**config.mk**
```make
export PLATFORM = sky130hd
export DESIGN_NAME = if_fetch
export DESIGN_NICKNAME = d
export VERILOG_FILES = /design/src/rtl/if_fetch.sv
export SDC_FILE = /design/constraint.sdc
export NUM_CORES = 1
export LEC_CHECK = 0
export ABC_AREA = 1
export BUFFER_PORTS_ARGS = -buffer_cell sky130_fd_sc_hd__buf_2
export CORE_MARGIN = 2
export CORE_UTILIZATION = 50
export CTS_BUF_LIST = sky130_fd_sc_hd__clkbuf_2 sky130_fd_sc_hd__clkbuf_4 sky130_fd_sc_hd__clkbuf_8
export DETAILED_ROUTE_END_ITERATION = 8
export HOLD_SLACK_MARGIN = 0.03
export PLACE_DENSITY_LB_ADDON = 0.2
export SLEW_MARGIN = 30
export SYNTH_ARGS = -nofsm -noshare
export SYNTH_HDL_FRONTEND = slang
export SYNTH_SLANG_ARGS = --single-unit
```
**constraint.sdc**
```tcl
create_clock -name clk -period 7.5 [get_ports clk]
set_clock_uncertainty 0.2 [all_clocks]
set_input_delay 0.75 -clock clk [delete_from_list [all_inputs] [get_ports clk]]
set_output_delay 0.75 -clock clk [all_outputs]
set_load 0.05 [all_outputs]
```
**src/rtl/if_fetch.sv**
```systemverilog
// Instruction fetch stage: one outstanding I-cache request feeding a
// small in-order buffer toward decode, with redirect flush and drop.
module if_fetch #(
  parameter logic [31:0] RESET_PC  = 32'h6000_0000,
  parameter int          BUF_DEPTH = 2
) (
  input  logic        clk,
  input  logic        rst,
  output logic        imem_read,
  output logic [31:0] imem_address,
  input  logic [31:0] imem_rdata,
  input  logic        imem_resp,
  input  logic        redirect,
  input  logic [31:0] redirect_pc,
  input  logic        id_ready,
  output logic        if_valid,
  output logic [31:0] if_pc,
  output logic [31:0] if_instruction
);

  localparam int PW = (BUF_DEPTH > 1) ? $clog2(BUF_DEPTH) : 1;
  localparam int CW = $clog2(BUF_DEPTH + 1);

  typedef struct packed {
    logic [31:0] pc;
    logic [31:0] instruction;
  } if_id_t;

  typedef enum logic [1:0] {
    IDLE,
    WAIT,
    DROP
  } state_t;

  state_t      state;
  logic [31:0] pc;
  logic [31:0] req_addr;
  logic [31:0] pc_aligned;

  if_id_t      fifo [BUF_DEPTH];
  logic [PW-1:0] head;
  logic [PW-1:0] tail;
  logic [CW-1:0] count;

  logic full;
  logic issue;
  logic push;
  logic pop;
  logic unused_bits;

  function automatic logic [PW-1:0] nxt(
    input logic [PW-1:0] p
  );
    if (p == PW'(BUF_DEPTH - 1)) begin
      return '0;
    end
    return p + PW'(1);
  endfunction

  assign pc_aligned  = {pc[31:2], 2'b00};
  assign unused_bits = ^{redirect_pc[1:0], pc[1:0]};

  assign full  = (count == CW'(BUF_DEPTH));
  assign issue = (state == IDLE) && !redirect && !full;
  assign push  = (state == WAIT) && imem_resp && !redirect;
  assign pop   = if_valid && id_ready && !redirect;

  // Gated by rst so the request drops the instant reset asserts.
  assign imem_read    = rst && (issue || (state != IDLE));
  assign imem_address = (state == IDLE) ? pc_aligned : req_addr;

  assign if_valid       = (count != '0);
  assign if_pc          = fifo[head].pc;
  assign if_instruction = fifo[head].instruction;

  always_ff @(posedge clk or negedge rst) begin
    if (!rst) begin
      state    <= IDLE;
      pc       <= RESET_PC;
      req_addr <= RESET_PC;
    end else begin
      unique case (state)
        IDLE: begin
          if (issue) begin
            req_addr <= pc_aligned;
            state    <= WAIT;
          end
        end
        WAIT: begin
          if (imem_resp) begin
            state <= IDLE;
          end else if (redirect) begin
            state <= DROP;
          end
        end
        DROP: begin
          if (imem_resp) begin
            state <= IDLE;
          end
        end
        default: state <= IDLE;
      endcase
      if (redirect) begin
        pc <= {redirect_pc[31:2], 2'b00};
      end else if (push) begin
        pc <= req_addr + 32'd4;
      end
    end
  end

  always_ff @(posedge clk or negedge rst) begin
    if (!rst) begin
      head  <= '0;
      tail  <= '0;
      count <= '0;
    end else if (redirect) begin
      head  <= '0;
      tail  <= '0;
      count <= '0;
    end else begin
      if (push) begin
        tail <= nxt(tail);
      end
      if (pop) begin
        head <= nxt(head);
      end
      unique case (1'b1)
        push && !pop: count <= count + CW'(1);
        pop && !push: count <= count - CW'(1);
        default:      count <= count;
      endcase
    end
  end

  always_ff @(posedge clk) begin
    if (push) begin
      fifo[tail] <= '{pc: req_addr, instruction: imem_rdata};
    end
  end

endmodule

```
# [Yosys cells after proc, flatten, opt, wreduce, memory -nomap -nowiden]
# Memory sizes are Yosys's and may differ from the RTL's.
# Index checks and enable logic that the tools add are counted.
[classes] n_mux=26 eq_ne=6 add_sub_neg=5 n_reduce_logical=22
[op_table] cell="32-bit two-way mux" n=3
[op_table] cell="32-bit by 3-bit adder with 32-bit output, second input constant" n=1
[op_table] cell="1-bit two-way mux" n=16
[op_table] cell="2-bit two-way mux" n=5
[op_table] cell="1-bit logical AND" n=9
[op_table] cell="2-bit nonzero test" n=4
[op_table] cell="2-bit one-hot mux with 3 select lines" n=1
[op_table] cell="2-bit == test, second input constant" n=2
[op_table] cell="1-bit zero test" n=4
[op_table] cell="2-bit != test, second input constant" n=2
[op_table] cell="2-bit one-hot mux with 2 select lines" n=1
[op_table] cell="3-bit != test, second input constant" n=1
[op_table] cell="3-bit AND reduction" n=1
[op_table] cell="3-bit nonzero test" n=1
[op_table] cell="1-bit adder, second input constant" n=2
[op_table] cell="2-bit by 1-bit adder with 2-bit output, second input constant" n=1
[op_table] cell="2-bit by 1-bit == test with 1-bit output, second input constant" n=1
[op_table] cell="2-bit zero test" n=1
[op_table] cell="2-bit AND reduction" n=1
[op_table] cell="2-bit by 1-bit subtractor with 2-bit output, second input constant" n=1
[op_table] cell="1-bit logical OR" n=1
[totals] inputBits=69 elab_cells=66 ram_bits=124 ff_bits=68 output_inout_bits=98 n_memories=1
[memory_table] name="fifo" depth=2 word_bits=62 rd=1 rd_ports_with_merged_regs=0 wr=1 line="40" text="if_id_t fifo [BUF_DEPTH];"

# [Depth between registers and ports, before layout]
# Gate-level depths: netlist of run 1.
[logic_depth] ltp_word=8 mapped_depth=11 mapped_depth_nobuf=10

# [Worst setup path after synthesis of run 1]
# OpenSTA, ideal clock, no wires.
[synth_timing] path_type="input to register" from="input port redirect" to="memory fifo[0][0] (netlist bit), enable pin" arrival_ns=3.627 path_slack_ns=3.190 n_path_buf=0 t_required_ns=6.816 cell_stages=3 cell_sequence="inv_2 > nand3_2 > nor2_1"
[synth_via] elab_chain_cells=4
[synth_lines] item="start, declared" line="13" text="input logic redirect,"
[synth_lines] item="1-bit zero test" line="65" text="assign push = (state == WAIT) && imem_resp && !redirect;"
[synth_lines] item="1-bit logical AND" line="65"
[synth_lines] item="1-bit two-way mux" line="136" text="if (push) begin"
[synth_lines] item="1-bit two-way mux (implied by the code)" line="137" text="fifo[tail] <= '{pc: req_addr, instruction: imem_rdata};"
[synth_lines] item="end, declared" line="40"
# No other way between the ends.

# [Final worst setup path of run 1]
[layout_timing] from="register head" to="output port if_pc[18]"
[layout_via] elab_chain_cells=1
[layout_lines] item="start, declared" line="41" text="logic [PW-1:0] head;"
[layout_lines] item="start signal, assigned" line="125" text="head <= nxt(head);"
[layout_lines] item="memory 2 x 62 bit"
[layout_lines] item="end, declared" line="17" text="output logic [31:0] if_pc,"
# No other way between the ends.

==> reports/summary.txt, run 1 <==
Outcome -> finished clean
Max Transition Viols Final -> 0
Mapped Area -> 8420 um^2
Root Buffer -> clkbuf_8
Most common cell after layout, fill and taps aside -> nand2_1
Hold Crit Class -> input pin to async pin
DRT Pass-1 Iters -> 6
Yosys cell types -> 31
Final min period -> 3590 ps
Routed WL -> 19000 um
Vias in the first global route -> 5974
Max clock buf depth -> 2
Die Wd -> 134 um
FP Rows -> 47
Internal -> 1.97 mW
FILL cells -> 1469
Hold bufs inserted after CTS -> 0
Drt wl/cell -> 14.7 um
GRT overflow -> 0
Avg Inst Size Synth -> 9.27 um^2
Critical Path RT -> 6550 ps
Ports -> 167
CTS-repair resized insts -> 0
# diodes -> 0
GR Util met3 -> 0.0487
CP Max Fanout -> 63
Period utilization -> 0.478
Synth Warn # -> 0
Initial antenna violation count -> 0
CP Class -> flip-flop to primary output
Overall Global Routing Usage -> 0.218
Top cell type's share of synthesized area -> 0.442
Initial Utilization -> 0.509
Leak Pwr -> 4.41 nW
Starting DRC count in detailed routing -> 483
First-pass GRT wire length -> 30000 um
Clock Latency Late Sink -> 470 ps
CTS Sinks -> 190
Clk pwr share -> 0.164
Layer with the highest usage -> met2
Die area -> 17900 um^2
Layout cells sized above 1 -> 0.205
Post-Syn Instances -> 908
Clock transition at path regs -> 100 ps
H-tree levels -> 4
Chip height -> 134 um
Grt met1 use -> 0.296
Tightest Pin Transition -> 838 ps
Core area -> 16500 um^2
Remaining DRCs -> 0
PwrDens -> 397 nW/um^2
NetSw -> 1.91 mW
Vias per cell -> 5.03
Max Cap Violations -> 0
TritonCTS Buffers -> 17
CP Launch Type -> flip-flop
FMAX -> 279 MHz
Seq/Total Area, Yosys -> 0.639
Flop pwr share -> 0.397
Ranking of synthesized cells by area -> edfxtp_1 (44%), dfrtp_1 (18%), nand2_1 (17%)
Port Buffers -> 160
Proportion of power drawn by combinational gates -> 0.439
CTS tree -> built
RD Place Congestion -> 0.919
VDD IR max -> 0.000233 V
Setup Buffers After CTS -> 0
Slew headroom -> 0.441
HPWL reported at the end of detailed placement -> 13000 um
Synth area leader -> edfxtp_1
Critical Path AT -> 2640 ps
Layout area overhead -> 16.1%
Final net count -> 1130
TNS Setup -> 0 ps
Largest net degree at the start of global routing -> 64
# setup viols final -> 0
GR Util met2 -> 0.347
Post-DRT Antenna Nets -> 0
Switching fraction of total power -> 0.491
Highest-count cells in the layout ignoring fill and taps -> nand2_1 (391), buf_2 (160), edfxtp_1 (124)
Count of final hold-check violations -> 0
Hold WS -> 36.1 ps
Power consumption -> 3.88 mW
Vias post-DR -> 6507
RSZ-0062 raised after global routing -> false
Yosys reg bits -> 190
Endpoint class of the critical path -> primary output
Yosys cell counts:
cell,instances
buf_6,1
dfrtp_1,62
nand2_2,1
xor2_1,5
buf_4,6
nor2_2,5
inv_2,4
nor2_1,65
nand2_1,391
clkbuf_1,22
a31oi_1,2
conb_1,1
o21ai_2,1
nor3_1,2
a21oi_1,24
buf_2,6
o211ai_1,5
nand3_1,41
ha_1,1
nor2_4,2
inv_1,60
xnor2_1,1
a21boi_0,1
buf_1,2
o221ai_1,2
nand3_2,3
nand4_1,3
edfxtp_1,124
dfstp_2,4
o21bai_1,3
o21ai_0,58
stage by stage:
| step | area (um^2) | instances | worst slack (ps) | util |
|---|---|---|---|---|
| floorplan | 8430 | 911 | 3190 | - |
| global placement | 9400 | 1261 | 3980 | 0.569 |
| detailed placement | 9400 | 1261 | 3970 | 0.569 |
| CTS | 9770 | 1293 | 3860 | 0.591 |
| global route | 9770 | 1293 | 3720 | 0.591 |
| finish | 9770 | 1293 | 3910 | 0.591 |
cell families after synthesis:
group / count (synthesis) / synth area share
flops: 190 / 0.639
xor+xnor: 6 / 0.00624
compound gates: 96 / 0.0614
other cells: 1 / 0.000445
buf+inv: 101 / 0.0495
fa+ha+maj: 1 / 0.00149
simple gates: 513 / 0.242
path summary, 6_finish.rpt:
kind                       cells after the start  slack, ps     startpoint           end
setup / recovery                               6       3910           head     if_pc[18]
hold / removal                                 1         40            rst  req_addr[28]
setup reg to reg                               4       4850       state[1]   fifo[0][50]
hold reg to reg                                2        310         pc[30]        pc[30]
max in group asynchronous                      2       6040            rst          head
min in group clk                               1        260  imem_rdata[9]    fifo[1][9]
final cells by class:
| class | count | area (um^2) | area share |
|---|---|---|---|
| multi-input combinational | 620 | 2650 | 0.271 |
| sequential | 190 | 5380 | 0.551 |
| clock inverter | 15 | 136 | 0.0140 |
| timing repair buffer | 167 | 853 | 0.0873 |
| inverter | 64 | 240 | 0.0246 |
| tap | 220 | 275 | 0.0282 |
| clock buffer | 17 | 234 | 0.0239 |
sequential cells by signal (all words and copies together), names as in the netlist:
signal and flops:
fifo 124, pc 30, req_addr 30, count 2, state 2, head 1, tail 1
power groups by stage:
| stage | logic (mW) | registers, mW | clock network [mW] |
|---|---|---|---|
| floorplan | 1.33 | 1.49 | 0 |
| global route | 1.84 | 1.57 | 0.688 |
| finish | 1.70 | 1.54 | 0.636 |
| detailed placement | 1.71 | 1.56 | 0 |
| CTS | 1.72 | 1.53 | 0.649 |
| global placement | 1.70 | 1.54 | 0 |
critical path, cell delays in order, from the launching register on:
cell	delay, ps
dfrtp_2	390
buf_4	330
inv_2	430
buf_4	490
nand2_1	110
nand2_1	70
buf_2	270
routing by layer:
| layer | wire length, um | share of wire |
|---|---|---|
| met4 | 476 | 0.025 |
| met2 | 8830 | 0.46 |
| met3 | 1290 | 0.068 |
| met1 | 8410 | 0.44 |
| met5 | 0 | 0 |
No activity file was read; power rests on OpenSTA's default activity.
==> run 2: changes to the inputs <==
--- a/config.mk
+++ b/config.mk
@@ -5,7 +5,7 @@
 export SDC_FILE = /design/constraint.sdc
 export NUM_CORES = 1
 export LEC_CHECK = 0
-export ABC_AREA = 1
+export ABC_AREA = 0
 export BUFFER_PORTS_ARGS = -buffer_cell sky130_fd_sc_hd__buf_2
 export CORE_MARGIN = 2
 export CORE_UTILIZATION = 50
==> constraint.sdc (replaced) <==
create_clock -name clk -period 3.5 [get_ports clk]
set_clock_uncertainty 0.2 [all_clocks]
set_input_delay 0.35 -clock clk [delete_from_list [all_inputs] [get_ports clk]]
set_output_delay 0.35 -clock clk [all_outputs]
set_load 0.05 [all_outputs]
==> reports/summary.txt, run 2 <==
RR Startpoint -> state[0]
Register area -> 5380 um^2 (unchanged)
Post-synth EDFFs -> 124 (unchanged)
Clock Latency Late Sink -> 450 ps (-20 ps)
Synth Warn # -> 0 (unchanged)
R2R Setup Slk -> 960 ps (-3890 ps)
NetSw -> 2.16 mW (+14%)
Delay-heaviest family, CP -> buffers and inverters
Final Cell Area -> 10300 um^2 (+5.5%)
# setup viols final -> 0 (unchanged)
H-tree levels -> 4 (unchanged)
Overall Global Routing Usage -> 0.205 (-0.0137)
Hold Crit Class -> input pin to flip-flop
Critical path buffer and inverter count -> 2 (-2)
Cell count along the critical path -> 4 (-2)
Initial Utilization -> 0.516 (+0.00621)
Critical Path Sink -> imem_address[18]
GRT overflow -> 0 (unchanged)
Tightest Pin Transition -> 706 ps (-132 ps)
Routed WL -> 17500 um (-8.2%)
FILL cells -> 1257 (-14%)
Max Transition Viols Final -> 0 (unchanged)
Setup Buffers After CTS -> 0 (unchanged)
Top post-synthesis cells by count -> edfxtp_1 (124), mux2_2 (118), dfrtp_1 (62)
Initial antenna violation count -> 0 (unchanged)
Period utilization -> 0.833
Port Buffers -> 160 (unchanged)
Yosys cell types -> 43 (+39%)
DRT Pass-1 Iters -> 4 (-2)
Vias in the first global route -> 5456 (-8.7%)
Highest-count cells in the layout ignoring fill and taps -> buf_2 (160), edfxtp_1 (124), mux2_2 (118)
Chip height -> 132 um (-0.97%)
Top FF cell, synth -> edfxtp_1
Avg Inst Size Synth -> 15.0 um^2 (+62%)
Vias per cell -> 5.26 (+4.6%)
Vias post-DR -> 5284 (-19%)
Drt wl/cell -> 17.4 um (+18%)
Max clock buf depth -> 2 (unchanged)
PwrDens -> 608 nW/um^2 (+53%)
Yosys reg bits -> 190 (unchanged)
Max Cap Violations -> 0 (unchanged)
Ranking of synthesized cells by area -> edfxtp_1 (45%), dfrtp_1 (19%), mux2_2 (16%)
Biggest register -> fifo
Crit-path slowest cell -> dfrtp_1
# diodes -> 0 (unchanged)
FMAX -> 343 MHz
Root Buffer -> clkbuf_8
Final net count -> 845 (-25%)
TNS Setup -> 0 ps (unchanged)
Layout area overhead -> 25.0%
Critical Path RT -> 2950 ps (-3600 ps)
Ports -> 167 (unchanged)
TritonCTS Buffers -> 17 (unchanged)
Dpl cell area -> 9240 um^2 (-1.8%)
Layout cells sized above 1 -> 0.426 (+0.221)
Final min period -> 2910 ps
Clock transition at path regs -> 90 ps (about the same)
Die area -> 17500 um^2 (-1.9%)
Flop pwr share -> 0.483 (+0.086)
CP Max Fanout -> 19 (-70%)
Remaining DRCs -> 0 (unchanged)
CP Launch Type -> flip-flop
Largest registers -> fifo (124), pc (30), req_addr (30)
Max FFs per register -> 124 (unchanged)
Proportion of power drawn by combinational gates -> 0.273 (-0.166)
Seq/Total Area, Yosys -> 0.652 (+0.0130)
RSZ-0062 raised after global routing -> false
Switching fraction of total power -> 0.345 (-0.146)
Multi-input logic area -> 2670 um^2 (+0.80%)
Clk pwr share -> 0.245 (+0.081)
Die Wd -> 132 um (-0.97%)
R2R depth -> 5 (+1)
Largest net degree at the start of global routing -> 52 (-19%)
HPWL reported at the end of detailed placement -> 11100 um (-15%)
Async S/R FF share, synth -> 0.347 (unchanged)
Synth area leader -> edfxtp_1
Hold bufs inserted after CTS -> 64 (+64)
CTS Sinks -> 190 (unchanged)
CTS tree -> built
Post-Syn Instances -> 551 (-39%)
CP cell instances -> nor2_4 > buf_4 > mux2_2 > buf_2
Worst reg2reg path endpoint -> fifo[0][46]
Starting DRC count in detailed routing -> 273 (-43%)
Outcome -> finished clean
Count leader, synth -> edfxtp_1
Count of final hold-check violations -> 0 (unchanged)
Top cell type's share of synthesized area -> 0.451 (+0.00899)
First-pass GRT wire length -> 28000 um (-6.8%)
Mapped Area -> 8250 um^2 (-2.0%)
Most common cell after layout, fill and taps aside -> buf_2
FP Rows -> 46 (-2.1%)
Core area -> 16000 um^2 (-3.2%)
Slew headroom -> 0.530 (+0.0883)
Internal -> 4.10 mW (+110%)
VDD IR max -> 0.000300 V (+29%)
Worst Setup SP -> state[1]
CTS-repair resized insts -> 0 (unchanged)
CP Class -> flip-flop to primary output
RD Place Congestion -> 0.767 (-17%)
Critical Path AT -> 2360 ps (-280 ps)
Endpoint class of the critical path -> primary output
Post-DRT Antenna Nets -> 0 (unchanged)
Crit-path max cell delay -> 490 ps (about the same)
Power consumption -> 6.27 mW (+62%)
Final core occ -> 0.644 (+0.0530)
Leak Pwr -> 4.08 nW (-7.5%)
## run 2: cell count changes after synthesis, moves of 13 or more
cell	before	now
inv_1	60	3
a21oi_1	24	11
nor2_1	65	20
nand2_1	391	48
o221ai_1	2	15
nand3_1	41	14
xor2_1	5	21
mux2_2	0	118
clkbuf_1	22	9
o21ai_0	58	15
## run 2: power groups by stage
stage	clock, mW	sequential (mW)	combinational [mW]
after floorplan	0	2.97	1.33
after global placement	0	3.05	1.64
after detailed placement	0	3.07	1.66
after CTS	1.57	3.02	1.72
after global routing	1.66	3.07	1.81
final	1.53	3.02	1.71
## run 2: per-layer routing
| layer | part of all wire | track usage | vias up |
|---|---|---|---|
| li1 | - | - | 2482 |
| met1 | 0.43 | 0.262 | 2608 |
| met2 | 0.50 | 0.351 | 169 |
| met3 | 0.054 | 0.0352 | 25 |
| met4 | 0.017 | 0.0771 | 0 |
| met5 | 0 | 0 | - |
## run 2: worst min path at each step
stage | startpoint | to | slack (ps) | depth (start not counted)
floorplan | rst | count[0] | -150 | 0
global placement | rst | pc[27] | 230 | 1
detailed placement | rst | req_addr[26] | 240 | 1
CTS | id_ready | count[1] | 60 | 4
global route | id_ready | head | 100 | 4
finish | id_ready | count[1] | 90 | 4
## run 2: worst register-to-register path, delay by kind of cell (launching register included)
| kind | cells | cell delay, ps |
|---|---|---|
| and+or+nand+nor | 4 | 1120 |
| DFF | 1 | 500 |
| buffers and inverters | 1 | 320 |
## run 2: cell type report
class,count,area share
Clock buffer,18,0.0234
Clock inverter,14,0.0186
Inverter,3,0.00109
Multi-Input combinational cell,329,0.259
Sequential cell,190,0.522
Tap cell,216,0.0262
Timing Repair Buffer,234,0.149
## run 2: kinds of logic after synthesis
family	count (synthesis)	synth area share
flip-flops	190	0.652
multiplexers	125	0.170
AND/OR/NAND/NOR	120	0.0751
AO/OA/AOI/OAI	51	0.0434
buffers and inverters	35	0.0279
XOR/XNOR	28	0.0297
adder cells (fa/ha/maj)	1	0.00152
other	1	0.000455
## run 2: per-stage QoR
step | setup slack, ps | hold slack (ps) | instances
floorplan | -914 | -146 | 554
CTS | 541 | 60.1 | 1004
detailed placement | 967 | 238 | 908
global route | 466 | 99.5 | 1004
finish | 586 | 92.4 | 1004
global placement | 1040 | 225 | 908
==> run 3: changes to the inputs <==
--- a/config.mk
+++ b/config.mk
@@ -5,7 +5,7 @@
 export SDC_FILE = /design/constraint.sdc
 export NUM_CORES = 1
 export LEC_CHECK = 0
-export ABC_AREA = 0
+export ABC_AREA = 1
 export BUFFER_PORTS_ARGS = -buffer_cell sky130_fd_sc_hd__buf_2
 export CORE_MARGIN = 2
 export CORE_UTILIZATION = 50
==> constraint.sdc (replaced) <==
create_clock -name clk -period 2.65 [get_ports clk]
set_clock_uncertainty 0.2 [all_clocks]
set_input_delay 0.265 -clock clk [delete_from_list [all_inputs] [get_ports clk]]
set_output_delay 0.265 -clock clk [all_outputs]
set_load 0.05 [all_outputs]
==> reports/summary.txt, run 3 (synthesis results as in run 1) <==
Vias per cell -> 4.94 (-6.1%)
Leak Pwr -> 4.77 nW (+17%)
Ports -> 167 (unchanged)
CP most frequent cell -> nand2_1
Starting DRC count in detailed routing -> 424 (+55%)
Proportion of power drawn by combinational gates -> 0.449 (+0.176)
RSZ-0062 raised after global routing -> false
Max Cap Violations -> 0 (unchanged)
Layout area overhead -> 25.9%
Max FFs per register -> 124 (unchanged)
Internal -> 5.82 mW (+42%)
CP Class -> flip-flop to primary output
Endpoint class of the critical path -> primary output
Die area -> 17900 um^2 (+2.0%)
GRT overflow -> 0 (unchanged)
Critical Path RT -> 2180 ps (-770 ps)
HPWL reported at the end of detailed placement -> 13400 um (+21%)
# setup viols final -> 0 (unchanged)
Slew headroom -> 0.561 (+0.0316)
Clock transition at path regs -> 90 ps (about the same)
Remaining DRCs -> 0 (unchanged)
Period utilization -> 0.917
CTS-repair resized insts -> 0 (unchanged)
H-tree levels -> 4 (unchanged)
Initial antenna violation count -> 0 (unchanged)
Overall Global Routing Usage -> 0.225 (+0.0204)
Count of final hold-check violations -> 0 (unchanged)
CTS Sinks -> 190 (unchanged)
TritonCTS Buffers -> 17 (unchanged)
Max Transition Viols Final -> 0 (unchanged)
Most common cell after layout, fill and taps aside -> nand2_1
Core area -> 16500 um^2 (+3.3%)
Final Cell Area -> 10600 um^2 (+2.8%)
Dpl cell area -> 9510 um^2 (+2.9%)
Critical Path AT -> 1970 ps (-390 ps)
RD Place Congestion -> 0.977 (+27%)
Outcome -> finished clean
Crit-path max cell delay -> 410 ps (-80 ps)
Largest registers -> fifo (124), pc (30), req_addr (30)
Clk pwr share -> 0.163 (-0.082)
FP Rows -> 47 (+2.2%)
First-pass GRT wire length -> 31000 um (+11%)
CTS tree -> built
Routed WL -> 20000 um (+15%)
Chip height -> 134 um (+0.98%)
Multi-input logic area -> 2650 um^2 (-0.80%)
Biggest register -> fifo
Port Buffers -> 160 (unchanged)
Vias in the first global route -> 6172 (+13%)
Post-DRT Antenna Nets -> 0 (unchanged)
Flop pwr share -> 0.388 (-0.095)
CP cell instances -> inv_2 > buf_12 > nand2_1 > nand2_1 > buf_2
Highest-count cells in the layout ignoring fill and taps -> nand2_1 (391), buf_2 (160), edfxtp_1 (124)
# diodes -> 0 (unchanged)
Largest net degree at the start of global routing -> 63 (+21%)
FILL cells -> 1398 (+11%)
Tightest Pin Transition -> 658 ps (-47.3 ps)
Die Wd -> 134 um (+0.98%)
Vias post-DR -> 6773 (+28%)
VDD IR max -> 0.000834 V (+180%)
Clock Latency Late Sink -> 470 ps (+20 ps)
Root Buffer -> clkbuf_8
Crit-path slowest cell -> dfrtp_2
DRT Pass-1 Iters -> 7 (+3)
Initial Utilization -> 0.509 (-0.00621)
PwrDens -> 1060 nW/um^2 (+74%)
FMAX -> 411 MHz
Final net count -> 1209 (+43%)
Hold WS -> 213 ps (+121 ps)
Switching fraction of total power -> 0.482 (+0.136)
Drt wl/cell -> 14.6 um (-16%)
Layout cells sized above 1 -> 0.197 (-0.229)
Register area -> 5380 um^2 (unchanged)
Final min period -> 2430 ps
CP Max Fanout -> 42 (+23)
CP Launch Type -> flip-flop
Hold Crit Class -> input pin to async pin
Max clock buf depth -> 2 (unchanged)
NetSw -> 5.41 mW (+150%)
[run 3: changes by cell type in the layout (fill, tap and decap cells not counted), sizes merged, moves of 16 or more]
cell / before / now
nand2: 49 / 392
mux2: 120 / 0
inv: 4 / 68
nor2: 20 / 72
o21ai: 15 / 59
nand3: 14 / 44
xor2: 21 / 5
[run 3: worst paths after layout]
check                                     end  slack (ps)     start  cells after the start
max in group asynchronous        req_addr[23]        1200       rst                      3
setup / recovery           if_instruction[25]         220      head                      5
setup reg to reg                        pc[4]         340  state[1]                      7
min in group clk                       pc[18]         310    pc[18]                      2
hold reg to reg                        pc[18]         310    pc[18]                      2
hold / removal                   req_addr[22]         210       rst                      3
[run 3: worst max-delay path: cells and delay by family (launching register included)]
kind                   cells  cell delay [ps]
AND/OR/NAND/NOR            2              150
buffers and inverters      3              910
flip-flops                 1              410
[run 3: layer usage]
| layer | global-route usage | part of all wire | vias to the layer above |
|---|---|---|---|
| met3 | 0.0377 | 0.061 | 30 |
| met2 | 0.382 | 0.49 | 208 |
| met4 | 0.0804 | 0.021 | 0 |
| met1 | 0.293 | 0.43 | 3130 |
| li1 | - | - | 3405 |
| met5 | 0 | 0 | - |
[run 3: power groups by stage]
stage | registers, mW | clock network [mW] | logic, mW
floorplan | 4.20 | 0 | 3.77
CTS | 4.34 | 1.86 | 5.03
finish | 4.36 | 1.83 | 5.04
global placement | 4.37 | 0 | 4.87
detailed placement | 4.40 | 0 | 4.92
global route | 4.43 | 1.96 | 5.43
[run 3: what timing repair did]
action	in CTS	in global routing
hold buffers	70	0
endpoints found under the setup margin	0	11
hold endpoints to repair	160	0
buffers inserted	0	2
[run 3: through the flow]
step | setup TNS [ps] | util | cells | worst slack (ps) | total power [mW]
final | 0 | 0.641 | 1371 | 219 | 11.2
after global routing | 0 | 0.641 | 1371 | 93.7 | 11.8
after CTS | 0 | 0.640 | 1369 | 21.0 | 11.2
after detailed placement | 0 | 0.575 | 1268 | 541 | 9.32
after global placement | 0 | 0.575 | 1268 | 543 | 9.25
after floorplan | -44490 | - | 911 | -363 | 7.97
[run 3: layout make-up]
class,count,area share
sequential,190,0.508
multi-input combinational,620,0.250
timing repair buffer,246,0.158
tap,220,0.0260
inverter,64,0.0227
clock buffer,17,0.0221
clock inverter,14,0.0132
